===== config.mk =====
export PLATFORM = sky130hd
export DESIGN_NAME = parity_frame
export DESIGN_NICKNAME = d
export VERILOG_FILES = /design/src/rtl/parity_frame.sv
export SDC_FILE = /design/constraint.sdc
export NUM_CORES = 1
export LEC_CHECK = 0
export CAP_MARGIN = 20
export CORE_AREA = 2 2 39 41
export CTS_BUF_LIST = sky130_fd_sc_hd__clkbuf_4 sky130_fd_sc_hd__clkbuf_8
export DETAILED_ROUTE_END_ITERATION = 7
export DIE_AREA = 0 0 41 43
export GPL_ROUTABILITY_DRIVEN = 0
export HOLD_SLACK_MARGIN = 0.1
export PLACE_DENSITY = 0.73
export SKIP_LAST_GASP = 1
export SYNTH_ARGS = -nofsm -noshare
export SYNTH_HDL_FRONTEND = slang
export SYNTH_SLANG_ARGS = --single-unit

===== constraint.sdc =====
create_clock -name clk -period 4.27 [get_ports clk]
set_input_delay 0.854 -clock clk [delete_from_list [all_inputs] [get_ports clk]]
set_output_delay 0.854 -clock clk [all_outputs]
set_load 0.02 [all_outputs]

===== src/rtl/parity_frame.sv =====
// parity_frame: accumulates FRAME_LEN words of W bits and produces one
// parity bit per frame. It can also check that bit against a received parity bit.
//
// Handshake: a word transfers on a rising edge where in_valid=1 and
// in_ready=1. A result transfers on a rising edge where out_valid=1 and
// out_ready=1. Neither valid waits on its ready. abort discards whatever
// is in flight, and no transfer completes in an abort cycle.
//
// Optional feature: define PARITY_FRAME_ERRCNT_EN to add the 8-bit
// saturating err_cnt output.
module parity_frame #(
   parameter int W         = 4,
   parameter int FRAME_LEN = 4,
   parameter int ODD       = 0
) (
   input  logic          clk,
   input  logic          rst_n,
   input  logic          mode,
   input  logic          abort,
   input  logic          in_valid,
   output logic          in_ready,
   input  logic [W-1:0]  in_data,
   input  logic          in_par,
   output logic          out_valid,
   input  logic          out_ready,
   output logic          out_par,
   output logic          out_err,
   output logic          dbg_state
`ifdef PARITY_FRAME_ERRCNT_EN
   ,
   output logic [7:0]    err_cnt
`endif
);

   localparam int       CW      = $clog2(FRAME_LEN);
   localparam logic [CW-1:0] LAST = CW'(FRAME_LEN - 1);
   localparam logic     ODD_BIT = (ODD != 0);

   localparam logic [0:0] ST_ACC  = 1'b0;
   localparam logic [0:0] ST_HOLD = 1'b1;

   logic [0:0]    state_q, state_d;
   logic [W-1:0]  acc_q, acc_d;
   logic [CW-1:0] cnt_q, cnt_d;
   logic          mode_q, mode_d;
   logic          par_q, par_d;
   logic          err_q, err_d;

   logic          accept;
   logic          last_word;
   logic          par_new;
   logic          err_new;

   // A word offered together with abort is dropped.
   assign accept    = (state_q == ST_ACC) && in_valid && !abort;
   assign last_word = (cnt_q == LAST);
   assign par_new   = (^(acc_q ^ in_data)) ^ ODD_BIT;
   assign err_new   = mode_q & (par_new != in_par);

   // Next-state logic. abort takes priority over everything, including out_ready.
   always_comb begin
      state_d = state_q;
      acc_d   = acc_q;
      cnt_d   = cnt_q;
      mode_d  = mode_q;
      par_d   = par_q;
      err_d   = err_q;
      if (abort) begin
         state_d = ST_ACC;
         acc_d   = '0;
         cnt_d   = '0;
      end else begin
         case (state_q)
            ST_ACC: begin
               if (accept) begin
                  if (last_word) begin
                     par_d   = par_new;
                     err_d   = err_new;
                     acc_d   = '0;
                     cnt_d   = '0;
                     state_d = ST_HOLD;
                  end else begin
                     acc_d = acc_q ^ in_data;
                     cnt_d = cnt_q + CW'(1);
                     // The frame's mode is taken from its first word only.
                     if (cnt_q == '0) begin
                        mode_d = mode;
                     end
                  end
               end
            end
            ST_HOLD: begin
               if (out_ready) begin
                  state_d = ST_ACC;
               end
            end
            default: begin
               state_d = ST_ACC;
            end
         endcase
      end
   end

   // State registers with synchronous active-low reset.
   always_ff @(posedge clk) begin
      if (!rst_n) begin
         state_q <= ST_ACC;
         acc_q   <= '0;
         cnt_q   <= '0;
         mode_q  <= 1'b0;
         par_q   <= 1'b0;
         err_q   <= 1'b0;
      end else begin
         state_q <= state_d;
         acc_q   <= acc_d;
         cnt_q   <= cnt_d;
         mode_q  <= mode_d;
         par_q   <= par_d;
         err_q   <= err_d;
      end
   end

   // Handshake outputs come only from the state. The exit cycle of HOLD
   // therefore never accepts a word, which gives the one-cycle bubble.
   assign in_ready  = (state_q == ST_ACC);
   assign out_valid = (state_q == ST_HOLD);
   assign out_par   = par_q;
   assign out_err   = err_q;
   assign dbg_state = state_q[0];

`ifdef PARITY_FRAME_ERRCNT_EN
   logic [7:0] errcnt_q;
   logic       err_entry;

   assign err_entry = accept && last_word && err_new;

   // Count frames that enter HOLD with an error, saturating at 255.
   always_ff @(posedge clk) begin
      if (!rst_n) begin
         errcnt_q <= 8'd0;
      end else if (err_entry && (errcnt_q != 8'hFF)) begin
         errcnt_q <= errcnt_q + 8'd1;
      end
   end

   assign err_cnt = errcnt_q;
`endif

endmodule

==> results of run 1 <==
-- per-layer routing --
layer	up-vias	global-route usage (%)
met5	-	0
met4	0	12.0
met3	4	3.14
met2	13	20.3
met1	211	20.1
li1	250	-
-- cell families after synthesis --
| family | Yosys count |
|---|---|
| AND/OR/NAND/NOR | 22 |
| flip-flops | 10 |
| buffers and inverters | 6 |
| AO/OA/AOI/OAI | 13 |
| adder cells (fa/ha/maj) | 2 |
| XOR/XNOR | 7 |
| multiplexers | 3 |
-- through the flow --
step	instance area (µm²)	power (mW)
floorplan	571	0.118
global placement	722	0.131
detailed placement	722	0.131
CTS	744	0.195
global route	744	0.204
finish	744	0.193
-- worst min-delay path by stage --
| stage | start | end | slack (ns) | cells after the start |
|---|---|---|---|---|
| 3_5_place_dp | out_par | out_par | 0.49 | 1 |
| 5_1_grt | out_par | out_par | 0.53 | 1 |
| 6_report | out_par | out_par | 0.50 | 1 |
| 4_1_cts | out_par | out_par | 0.51 | 1 |
| 3_3_place_gp | out_par | out_par | 0.49 | 1 |
| 2_1_floorplan | acc_q[0] | acc_q[0] | 0.47 | 2 |
-- area by class of cell --
type | count | area (µm²) | area share (%)
Clock buffer | 3 | 22.5 | 3.03
Inverter | 4 | 15.0 | 2.02
Multi-Input combinational cell | 47 | 337 | 45.2
Sequential cell | 10 | 200 | 26.9
Tap cell | 16 | 20.0 | 2.69
Timing Repair Buffer | 15 | 150 | 20.2
-- sequential cells by signal, indices dropped and copies added, names as in the netlist --
register / count
dbg_state: 1
out_par: 1
acc_q: 4
out_err: 1
cnt_q: 2
mode_q: 1
-- cells in the final DEF, fill, tap and decap left out, drive strengths merged --
cell | Yosys | final
clkdlybuf4s50 | 0 | 15
dfxtp | 10 | 10
nor2 | 9 | 9
xnor2 | 7 | 7
a21oi | 6 | 6
o21ai | 6 | 6
inv | 4 | 4
nand3b | 4 | 4
mux2i | 3 | 3
nand2 | 3 | 3
clkbuf | 0 | 3
ha | 2 | 2
nand2b | 1 | 1
and4bb | 1 | 1
or3b | 1 | 1
nor2b | 1 | 1
o211a | 1 | 1
nor3b | 1 | 1
nor3 | 1 | 1
-- power breakdown --
part | switching (mW) | internal [mW]
Combinational | 0.0139 | 0.0188
Sequential | 0.00140 | 0.0950
Clock | 0.0309 | 0.0325
Total | 0.0462 | 0.146
==> flow_results.org, run 1 <==
** Power and ir drop
- Pwr per Cell Area :: 259 nW/µm²
- Static Leak :: 0.277 nW
- Maximum vdd drop :: 0.152 mV

** Detailed routing
- In the final routed layout, each cell accounts on average for 11.2 µm.
- Wire length on met3 :: 60 µm
- Overall via count from detail_route :: 478
- TritonRoute pass-1 iters :: 3
- In the routed layout, each cell is associated on average with a via count of 5.03.
- M1 WL :: 510 µm
- Top sig layer :: met4
- For this run, design rule violations remaining after detail routing come to 0.
- The routed design uses 461 µm of met2 wire.
- Aggregate routed wire length :: 1070 µm
- The first routing iteration left 2 violations.
- In this run the remaining antenna-violating nets after routing total 0.

** Cells and area
- In the final design database the tool counted 94 nets.
- Number of fillers in the final layout :: 141
- At the end of the flow the core is filled with cells to 53.8%.
- Total inserted antenna cells :: 0
- For this run, the number of standard cells in the final layout without fillers is 95.
- Share of layout cells above drive strength 1 :: 8.86%
- Layout-stage area growth over the synthesis result :: 30.5%

** STA
- Max-slew violation count :: 0
- On the final layout, the worst clock skew is 0.00696 ns.
- Final worst path period need :: 2.17 ns
- The tightest hold path in the finished design has a slack of 0.500 ns.
- Of the available clock period, the critical path in the final layout requires 50.7%.
- At the pin with the least slew margin, the transition time is 0.381 ns.
- Static timing analysis puts the maximum clock frequency at 462 MHz.
- Final count of negative-setup-slack endpoints :: 0
- In this run the tightest slew margin relative to its limit is 74.6%.
- After layout, the worst setup slack is 2.10 ns.
- Setup total negative slack on the finished layout was measured at 0 ns.
- Setup repair after global routing missed its margin :: false
- The hold violation total from the final report is 0.

** Global route
- Entering global routing, the biggest net connects 9 pins.
- Global routing consumed, over all layers together, 15.2% of the routing resources.
- Overflow after GRT :: 0
- The number of antenna violations at the first check in global routing is 0.
- The first global-routing pass estimated 1750 µm of wire.
- Number of global-route vias before repair :: 423

** Setup path
- The kind of cell with the highest combined delay along the critical path is buffers and inverters.
- Delay of the slowest cell on the worst path :: 0.64 ns
- Critical register-to-register path endpoint :: out_err
- Slowest cell on the critical path :: clkdlybuf4s50_1
- Startpoint of the most critical setup path :: dbg_state
- R2R Setup Slk :: 2.65 ns
- Worst setup path endpoint :: dbg_state
- Register-to-Register Path Depth :: 6
- Buffers plus inverters on the worst setup path :: 1
- Critical path endpoint category :: output pin
- For the worst setup path, the data required time is 3.42 ns.
- Number of cells on the critical path :: 1
- Highest fanout seen on the critical path :: 6
- Worst reg2reg startpoint :: cnt_q[0]
- Arrival time of data at the critical path endpoint :: 1.31 ns
- The critical path is of the register to output pin type.
- STA classifies the critical path startpoint as a register.
- The critical path goes through clkdlybuf4s50_1.

** Floorplanning
- For this configuration, the core starts out at a cell density of 41.2%.
- The die covers 1760 µm².
- The floorplan has 14 rows.
- The floorplan step set the die height to 43 µm.
- Std-Cell Core Area :: 1380 µm²
- Die width :: 41 µm
- For this design the top-level I/O count stands at 16.

** Clock tree
- Post CTS Setup Buffer Count :: 0
- Sinks on Clock Net :: 10
- Clk Latency, worst-skew pair :: 0.26 ns
- The tree is rooted in a clkbuf_4.
- Number of buffers between clock root and the deepest sink :: 2
- Clock-pin slew was measured on the worst setup and hold paths at 0.07 ns.
- TritonCTS built the clock tree.
- Resized cells post-CTS :: 0
- In this run the number of H-tree levels came out at 1.
- Clock tree synthesis inserted a total of 3 buffers.
- For this design, the CTS-stage hold fixing added 0 buffers.

** Yosys
- After synthesis, the most frequently instantiated cells are 10 x dfxtp_1, 8 x nor2_1, 7 x xnor2_1, 6 x a21oi_1, 5 x o21ai_0.
- The synthesized netlist devotes 10.7% of its cell area to XOR and XNOR gates.
- For this run, the number of Yosys warnings is 0.
- Area contributors post-synth :: dfxtp_1 35%, xnor2_1 11%, a21oi_1 5.3%
- In the synthesized netlist, mux cells make up 5.26% of the area.
- Sequential cells were found to cover 35.1% of the synthesized design area.
- Leading cell type by number of instances after synthesis :: dfxtp_1
- The synthesized design contains 0 enable-type register cells.
- Flops & latches, synth :: 10
- Summing every instance area after synthesis gives 571 µm².
- Dominant combinational cell family by area after synthesis :: simple AND/OR/NAND/NOR gates
- Biggest area consumer among synthesized cells :: dfxtp_1
- Summed over its instances, the top area cell type makes up 35.1% of the synthesized netlist area.
- Of the total synthesized cell area, the portion taken by AND, OR, NAND and NOR gates is 25.7%.
- Share of the synthesized area in compound gates (AO/OA/AOI/OAI) :: 12.9%
- Among all flip-flop cells after synthesis, the most frequent one is dfxtp_1.
- Count of cell types in the netlist :: 21
- Average size of a mapped cell :: 9.06 µm²
- Synthesized instance count :: 63
- Of all flip-flops after synthesis, the portion carrying an async set or reset was 0%.
- Post-Synth Adder-Cell Area :: 4.39%
- Synthesis produced a netlist with a net count of 76.

** Placed design
- In this run, placement finished with an instance count of 92.
- Total half-perimeter wirelength after legalization and detailed placement :: 850 µm
- Worst-case setup slack after placement :: 1.84 ns
- Port-buffer cells :: 15

** Status
- The flow ran to the end, and the final reports show no timing, DRC or antenna violations.

** Min path
- Min-delay worst type :: register to register

** Flow run
- Number of max-cap violations :: 0
(Power assumes the default switching activity.)
==> inputs of run 2 (changes only) <==
Clock period 4.27 ns to 2.1 ns, I/O delays scaled along.
==> run 2 against run 1 <==
  * Total power grew 100%
  * Design area grew 1.0%
  * Critical path depth is the same
  * Die area is the same
  * Sequential power grew 100%
  * Flip-flop and latch count is the same
  * Via count shrank 2.5%
  * Largest cell class unchanged
  * Non-clock buffer count grew 1
  * Register-to-register slack lost 2.0 ns
  * Clock-buffer cell count is the same
==> flow_results.org, run 2 (synthesis gave the netlist of run 1 again) <==
** Status
- The run finished with clean final reports.

** Floorplanning
- The full die area came to 1760 µm² (unchanged).
- The vertical die dimension is 43 µm (unchanged).
- Std-Cell Core Area :: 1380 µm² (unchanged)
- The die extent in x was 41 µm (unchanged).
- Initial standard-cell utilization of the core :: 41.2% (unchanged)
- The number of placement rows is 14 (unchanged).
- I/O pins :: 16 (unchanged)

** STA
- The final worst hold slack was 0.498 ns (-0.00197 ns).
- Setup repair after global routing missed its margin :: false
- The final number of max-transition violations came to 0 (unchanged).
- Worst-case setup margin in the final layout :: 0.382 ns (-1.72 ns)
- The clock skew came to 0.00380 ns (-0.00316 ns).
- Period utilisation layout :: 81.8%
- Total negative slack for setup checks :: 0 ns (unchanged)
- Final worst path period need :: 1.72 ns
- Maximum clock frequency :: 582 MHz
- Hold Fails Final Rpt :: 0 (unchanged)
- Headroom to the max-slew limit :: 74.8% (+0.19 points)
- Final count of negative-setup-slack endpoints :: 0 (unchanged)
- Transition time at the pin with the least slew margin :: 0.378 ns (-0.00280 ns)

** Setup path
- Slowest cell on the critical path :: clkdlybuf4s50_1
- The startpoint identified for the worst register-to-register timing path is cnt_q[0].
- Arrival time of data at the critical path endpoint :: 1.30 ns (about the same)
- The most critical setup path has its startpoint at dbg_state.
- Critical path required time :: 1.68 ns (-1.74 ns)
- Top cell family by delay on the critical path :: buffers and inverters
- CP Launch Type :: register
- Buffers plus inverters on the worst setup path :: 1 (unchanged)
- Delay of the slowest cell on the worst path :: 0.63 ns (about the same)
- Highest fanout seen on the critical path :: 6 (unchanged)
- Number of cells on the critical path :: 1 (unchanged)
- Register-to-Register Path Depth :: 7 (+1)
- Critical path type :: register to output pin
- Cell-by-cell listing of the critical path :: clkdlybuf4s50_1
- Critical path endpoint category :: output pin

** Power and ir drop
- The peak ir drop on the vdd network was 0.287 mV (+89%).
- The power density over the cells came to 522 nW/µm² (+100%).
- Static Leak :: 0.283 nW (+2.0%)
- The overall power after layout was 392 µW (+100%).

** Clock tree
- Hold Buf Count CTS :: 0 (unchanged)
- Number of buffers between clock root and the deepest sink :: 2 (unchanged)
- Sinks on Clock Net :: 10 (unchanged)
- The number of gates resized after CTS came to 0 (unchanged).
- The root buffer cell chosen for the clock tree is clkbuf_4.
- Clock tree from TritonCTS :: done
- The clock input transition at the sequential cells of the worst setup and hold paths was 0.06 ns (about the same).
- Post CTS Setup Buffer Count :: 0 (unchanged)
- The number of CTS-inserted buffers is 3 (unchanged).
- Maximum level of the CTS H-tree :: 1 (unchanged)
- Clk Latency, worst-skew pair :: 0.27 ns (about the same)

** Cells and area
- The combined flip-flop and latch cell area is 200 µm² (unchanged).
- Share of layout cells above drive strength 1 :: 10.0% (+1.1 points)
- The largest registers in the layout are acc_q x4, cnt_q x2.
- The register with the most flip-flops in the final layout is acc_q.
- Fraction of the core area covered by cells at the end of the flow :: 54.3% (+0.54 points)
- The number of flip-flops in the largest register is 4 (unchanged).
- The number of inserted filler cells in the final layout is 138 (-2.1%).
- Area of the multi-input gates :: 337 µm² (unchanged)
- The number of antenna repair diodes was 0 (unchanged).
- Layout-stage area growth over the synthesis result :: 31.8%
- Most common library cell in the layout ignoring fill and taps :: clkdlybuf4s50_1
- The final layout net count came to 95 (+1.1%).
- Top library cells by usage in the layout, fill and taps aside :: 15 x clkdlybuf4s50_1, 10 x dfxtp_1, 8 x nor2_1, 7 x xnor2_1, 6 x a21oi_1

** Placed design
- Worst-case setup slack after placement :: 0.111 ns (-1.73 ns)
- Port-buffer cells :: 15 (unchanged)

** Flow run
- The number of violations of the max-capacitance limit is 0 (unchanged).

** Detailed routing
- The vias after detailed routing came to 466 (-2.5%).
- The number of nets with antenna violations after routing was 0 (unchanged).
- DRC violation count after routing :: 0 (unchanged)
- Number of DRC markers in iteration 0 :: 4 (+2)
- TritonRoute pass-1 iters :: 6 (+3)
- Via density :: 4.85 (-3.5%)
- Aggregate routed wire length :: 1020 µm (-4.0%)
- The routed wire length per instance came to 10.7 µm (-5.0%).

** Min path
- Origin of the worst min-delay path :: acc_q[3]
- Min-Delay Path Depth :: 2 (+1)
- Min-delay worst type :: register to register

** Global route
- The first-pass GRT wire length came to 1750 µm (-0.40%).
- Initial antenna violation count :: 0 (unchanged)
- Largest net degree at the start of global routing :: 9 (unchanged)
- Overflow after GRT :: 0 (unchanged)
- The global-route usage over all layers is 15.2% (-0.040 points).
- Number of global-route vias before repair :: 426 (+0.71%)
run 2: cell types whose count changed in the layout (fill, tap and decap cells not counted), sizes merged:
cell,before,now
buf,0,1
run 2: path summary, 6_finish.rpt:
path                     to  slack (ns)
setup / recovery  out_valid        0.38
hold reg to reg    acc_q[3]        0.50
hold / removal     acc_q[3]        0.50
setup reg to reg    out_err        0.62
run 2: stage by stage:
step / cells / cell area, µm²
after floorplan: 63 / 571
after global placement: 93 / 729
after detailed placement: 93 / 729
after CTS: 96 / 752
after global routing: 96 / 752
final: 96 / 752
run 2: power breakdown:
part / switching, mW / internal, mW / leakage [nW]
clock: 0.0632 / 0.0662 / 0.0138
sequential: 0.00270 / 0.193 / 0.0809
combinational: 0.0288 / 0.0383 / 0.188
run 2: layer usage:
layer | GRT usage [%] | part of all wire (%)
met3 | 4.71 | 8.1
met5 | 0 | 0
met1 | 19.7 | 47
met4 | 12.0 | 3.6
met2 | 19.7 | 41
run 2: layout make-up:
class | instances | area share (%)
timing repair buffer | 16 | 21.0
inverter | 4 | 2.00
clock buffer | 3 | 3.00
sequential | 10 | 26.6
multi-input combinational | 47 | 44.8
tap | 16 | 2.66
==> inputs of run 3 (changes only) <==
Clock period 2.1 ns to 1.8 ns, I/O delays scaled along.
==> run 3 against run 2 <==
  * Non-clock buffer count increased by 5
  * Via count is 6.9% higher
  * Sequential power is 17% higher
  * Critical path depth unchanged
  * Clock power increased by 18%
  * First-iteration DRC count up 100%
  * Critical path type unchanged
  * Highest routed layer unchanged
==> flow_results.org, run 3 (synthesis gave the netlist of run 1 again) <==
** Status
- Outcome :: finished clean

** Min path
- Min-delay worst type :: register to register
- Origin of the worst min-delay path :: out_par

** Cells and area
- The number of antenna repair diodes is 0 (unchanged).
- Net count reported at finish :: 100 (+5.3%)
- The register with the most flip-flops in the final layout is acc_q.
- Share of layout cells above drive strength 1 :: 15.3% (+5.3 points)
- Max FFs per register :: 4 (unchanged)
- Top library cells by usage in the layout, fill and taps aside :: 15 x clkdlybuf4s50_1, 10 x dfxtp_1, 8 x nor2_1, 7 x xnor2_1
- Number of fillers in the final layout :: 128 (-7.2%)
- Post-Layout Cell Count :: 101 (+5.2%)
- Most common library cell in the layout ignoring fill and taps :: clkdlybuf4s50_1
- The post-layout instance area came to 790 µm² (+5.0%).
- Largest registers in the final layout :: acc_q x4, cnt_q x2
- The area growth from synthesis to layout is 38.4%.

** Setup path
- Buffers plus inverters on the worst setup path :: 1 (unchanged)
- Register-to-Register Path Depth :: 5 (-2)
- The critical path ends at out_valid.
- The critical-path maximum fanout came to 6 (unchanged).
- The signal on the critical path passes through clkdlybuf4s50_1.
- Top cell family by delay on the critical path :: buffers and inverters
- CP Launch Type :: register
- In this run the critical register-to-register path is captured at mode_q.
- The instance count on the critical path was 1 (unchanged).
- On the critical path, the stage with the largest delay is an instance of clkdlybuf4s50_1.
- The largest stage delay on the critical path is 0.63 ns (about the same).
- R2R Setup Slk :: 0.34 ns (-0.28 ns)
- Arrival time of data at the critical path endpoint :: 1.30 ns (about the same)
- The critical path in this run is classified as register to output pin.
- Worst reg2reg startpoint :: dbg_state
- Critical path required time :: 1.44 ns (-0.24 ns)
- Startpoint of the most critical setup path :: dbg_state
- Critical path endpoint category :: output pin

** Clock tree
- The worst-case clock buffer depth came to 2 (unchanged).
- Resized cells post-CTS :: 0 (unchanged)
- Maximum level of the CTS H-tree :: 1 (unchanged)
- The hold buffer count at CTS came to 0 (unchanged).
- TritonCTS built the clock tree.
- Clock Root Buffer :: clkbuf_4
- The clock input transition at the sequential cells of the worst setup and hold paths came to 0.06 ns (about the same).
- Number of buffers added by the clock tree synthesis step :: 3 (unchanged)
- Sinks on Clock Net :: 10 (unchanged)
- Post CTS Setup Buffer Count :: 0 (unchanged)
- The latest clock arrival within the worst-skew pair is 0.27 ns (about the same).

** STA
- The final worst hold slack came to 0.503 ns (+0.00473 ns).
- Transition time at the pin with the least slew margin :: 0.308 ns (-0.0702 ns)
- Dividing the final minimum period by the clock period gives 92.3%.
- The total of endpoints with negative setup slack in the final report came to 0 (unchanged).
- Final worst path period need :: 1.66 ns
- Setup repair after global routing missed its margin :: false
- The final number of max-transition violations came to 0 (unchanged).
- The hold violation total from the final report was 0 (unchanged).
- Clock Skew :: 0.00305 ns (-0.000755 ns)
- Based on the critical path, the design can be clocked at up to 602 MHz.
- The tightest slew margin relative to the limit is 79.4% (+4.7 points).

** Detailed routing
- The vias after detailed routing came to 498 (+6.9%).
- DRC violation count after routing :: 0 (unchanged)
- The routed wire length per instance is 11.3 µm (+6.4%).
- The average vias per placed instance came to 4.93 (+1.6%).
- The detailed-router iteration count before antenna repair is 2 (-4).
- The final wirelength came to 1150 µm (+12%).
- The detailed router's first-iteration violation count came to 8 (+4).
- Residual antenna-violating net count after detailed routing :: 0 (unchanged)

** Placed design
- Count of placed standard cells including taps :: 98 (+5.4%)
- The quantity of I/O buffers inserted on ports was 15 (unchanged).
- After legalization and detailed placement, the total HPWL measured 896 µm.
- The placement-stage cell area was 767 µm² (+5.1%).

** Global route
- Total global routing track utilization :: 15.8% (+0.69 points)
- The via count of the first global-routing pass was 473 (+11%).
- Overflow after GRT :: 0 (unchanged)
- Most Used Layer, Global Route :: met2
- The first-pass GRT wire length came to 1850 µm (+6.0%).
- The global routing usage on met3 came to 3.14% (-1.6 points).
- The met2 usage in global routing is 22.8% (+3.1 points).
- The maximum number of pins on one net before global-route repair was 8 (-1).
- The number of antenna violations at the first check in global routing was 0 (unchanged).
- Met1 layer usage reported by global route :: 19.6% (-0.064 points)

** Floorplanning
- Total Die Area :: 1760 µm² (unchanged)
- Placement Rows :: 14 (unchanged)
- Die height :: 43 µm (unchanged)
- Die width :: 41 µm (unchanged)
- The top-level port count was 16 (unchanged).
- Std-Cell Core Area :: 1380 µm² (unchanged)
- Initial standard-cell utilization of the core :: 41.2% (unchanged)

** Power and ir drop
- Static Leak :: 0.306 nW (+8.4%)
- Total design power :: 468 µW (+19%)
- The peak ir drop on the vdd network was 0.377 mV (+31%).
- Pwr per Cell Area :: 592 nW/µm² (+14%)

** Flow run
- Number of max-cap violations :: 0 (unchanged)
[run 3: cell count changes in the layout (fill, tap and decap cells not counted), sizes merged]
cell	change
buf	+5
[run 3: area by class of cell]
cell class | instances | area (µm²) | share of cell area, %
Clock buffer | 3 | 22.5 | 2.85
Inverter | 4 | 15.0 | 1.90
Multi-Input combinational cell | 47 | 337 | 42.6
Sequential cell | 10 | 200 | 25.4
Tap cell | 16 | 20.0 | 2.54
Timing Repair Buffer | 21 | 195 | 24.7
[run 3: where the power goes]
part / switching, mW / internal [mW] / total [mW]
combinational: 0.0356 / 0.0514 / 0.0870
clock: 0.0746 / 0.0772 / 0.152
sequential: 0.00332 / 0.225 / 0.229
[run 3: worst min-delay path by stage]
stage | end | depth (start not counted)
2_1_floorplan | acc_q[0] | 2
3_3_place_gp | out_par | 1
3_5_place_dp | out_par | 1
4_1_cts | out_par | 1
5_1_grt | acc_q[2] | 2
6_report | out_par | 1
[run 3: per-layer routing]
layer / vias up / share of wire (%) / wire (µm)
met4: 0 / 3.3 / 38
met5: - / 0 / 0
met2: 14 / 48 / 549
met1: 222 / 43 / 489
li1: 257 / - / -
met3: 5 / 5.9 / 68
[run 3: through the flow]
step                      TNS, ns  setup WS [ns]  util, %
after global routing            0         0.0615     57.1
after global placement     -0.189        -0.0916     55.4
after detailed placement   -0.280         -0.131     55.4
after floorplan                 0          0.379        -
after CTS                       0          0.132     57.1
final                           0          0.139     57.1
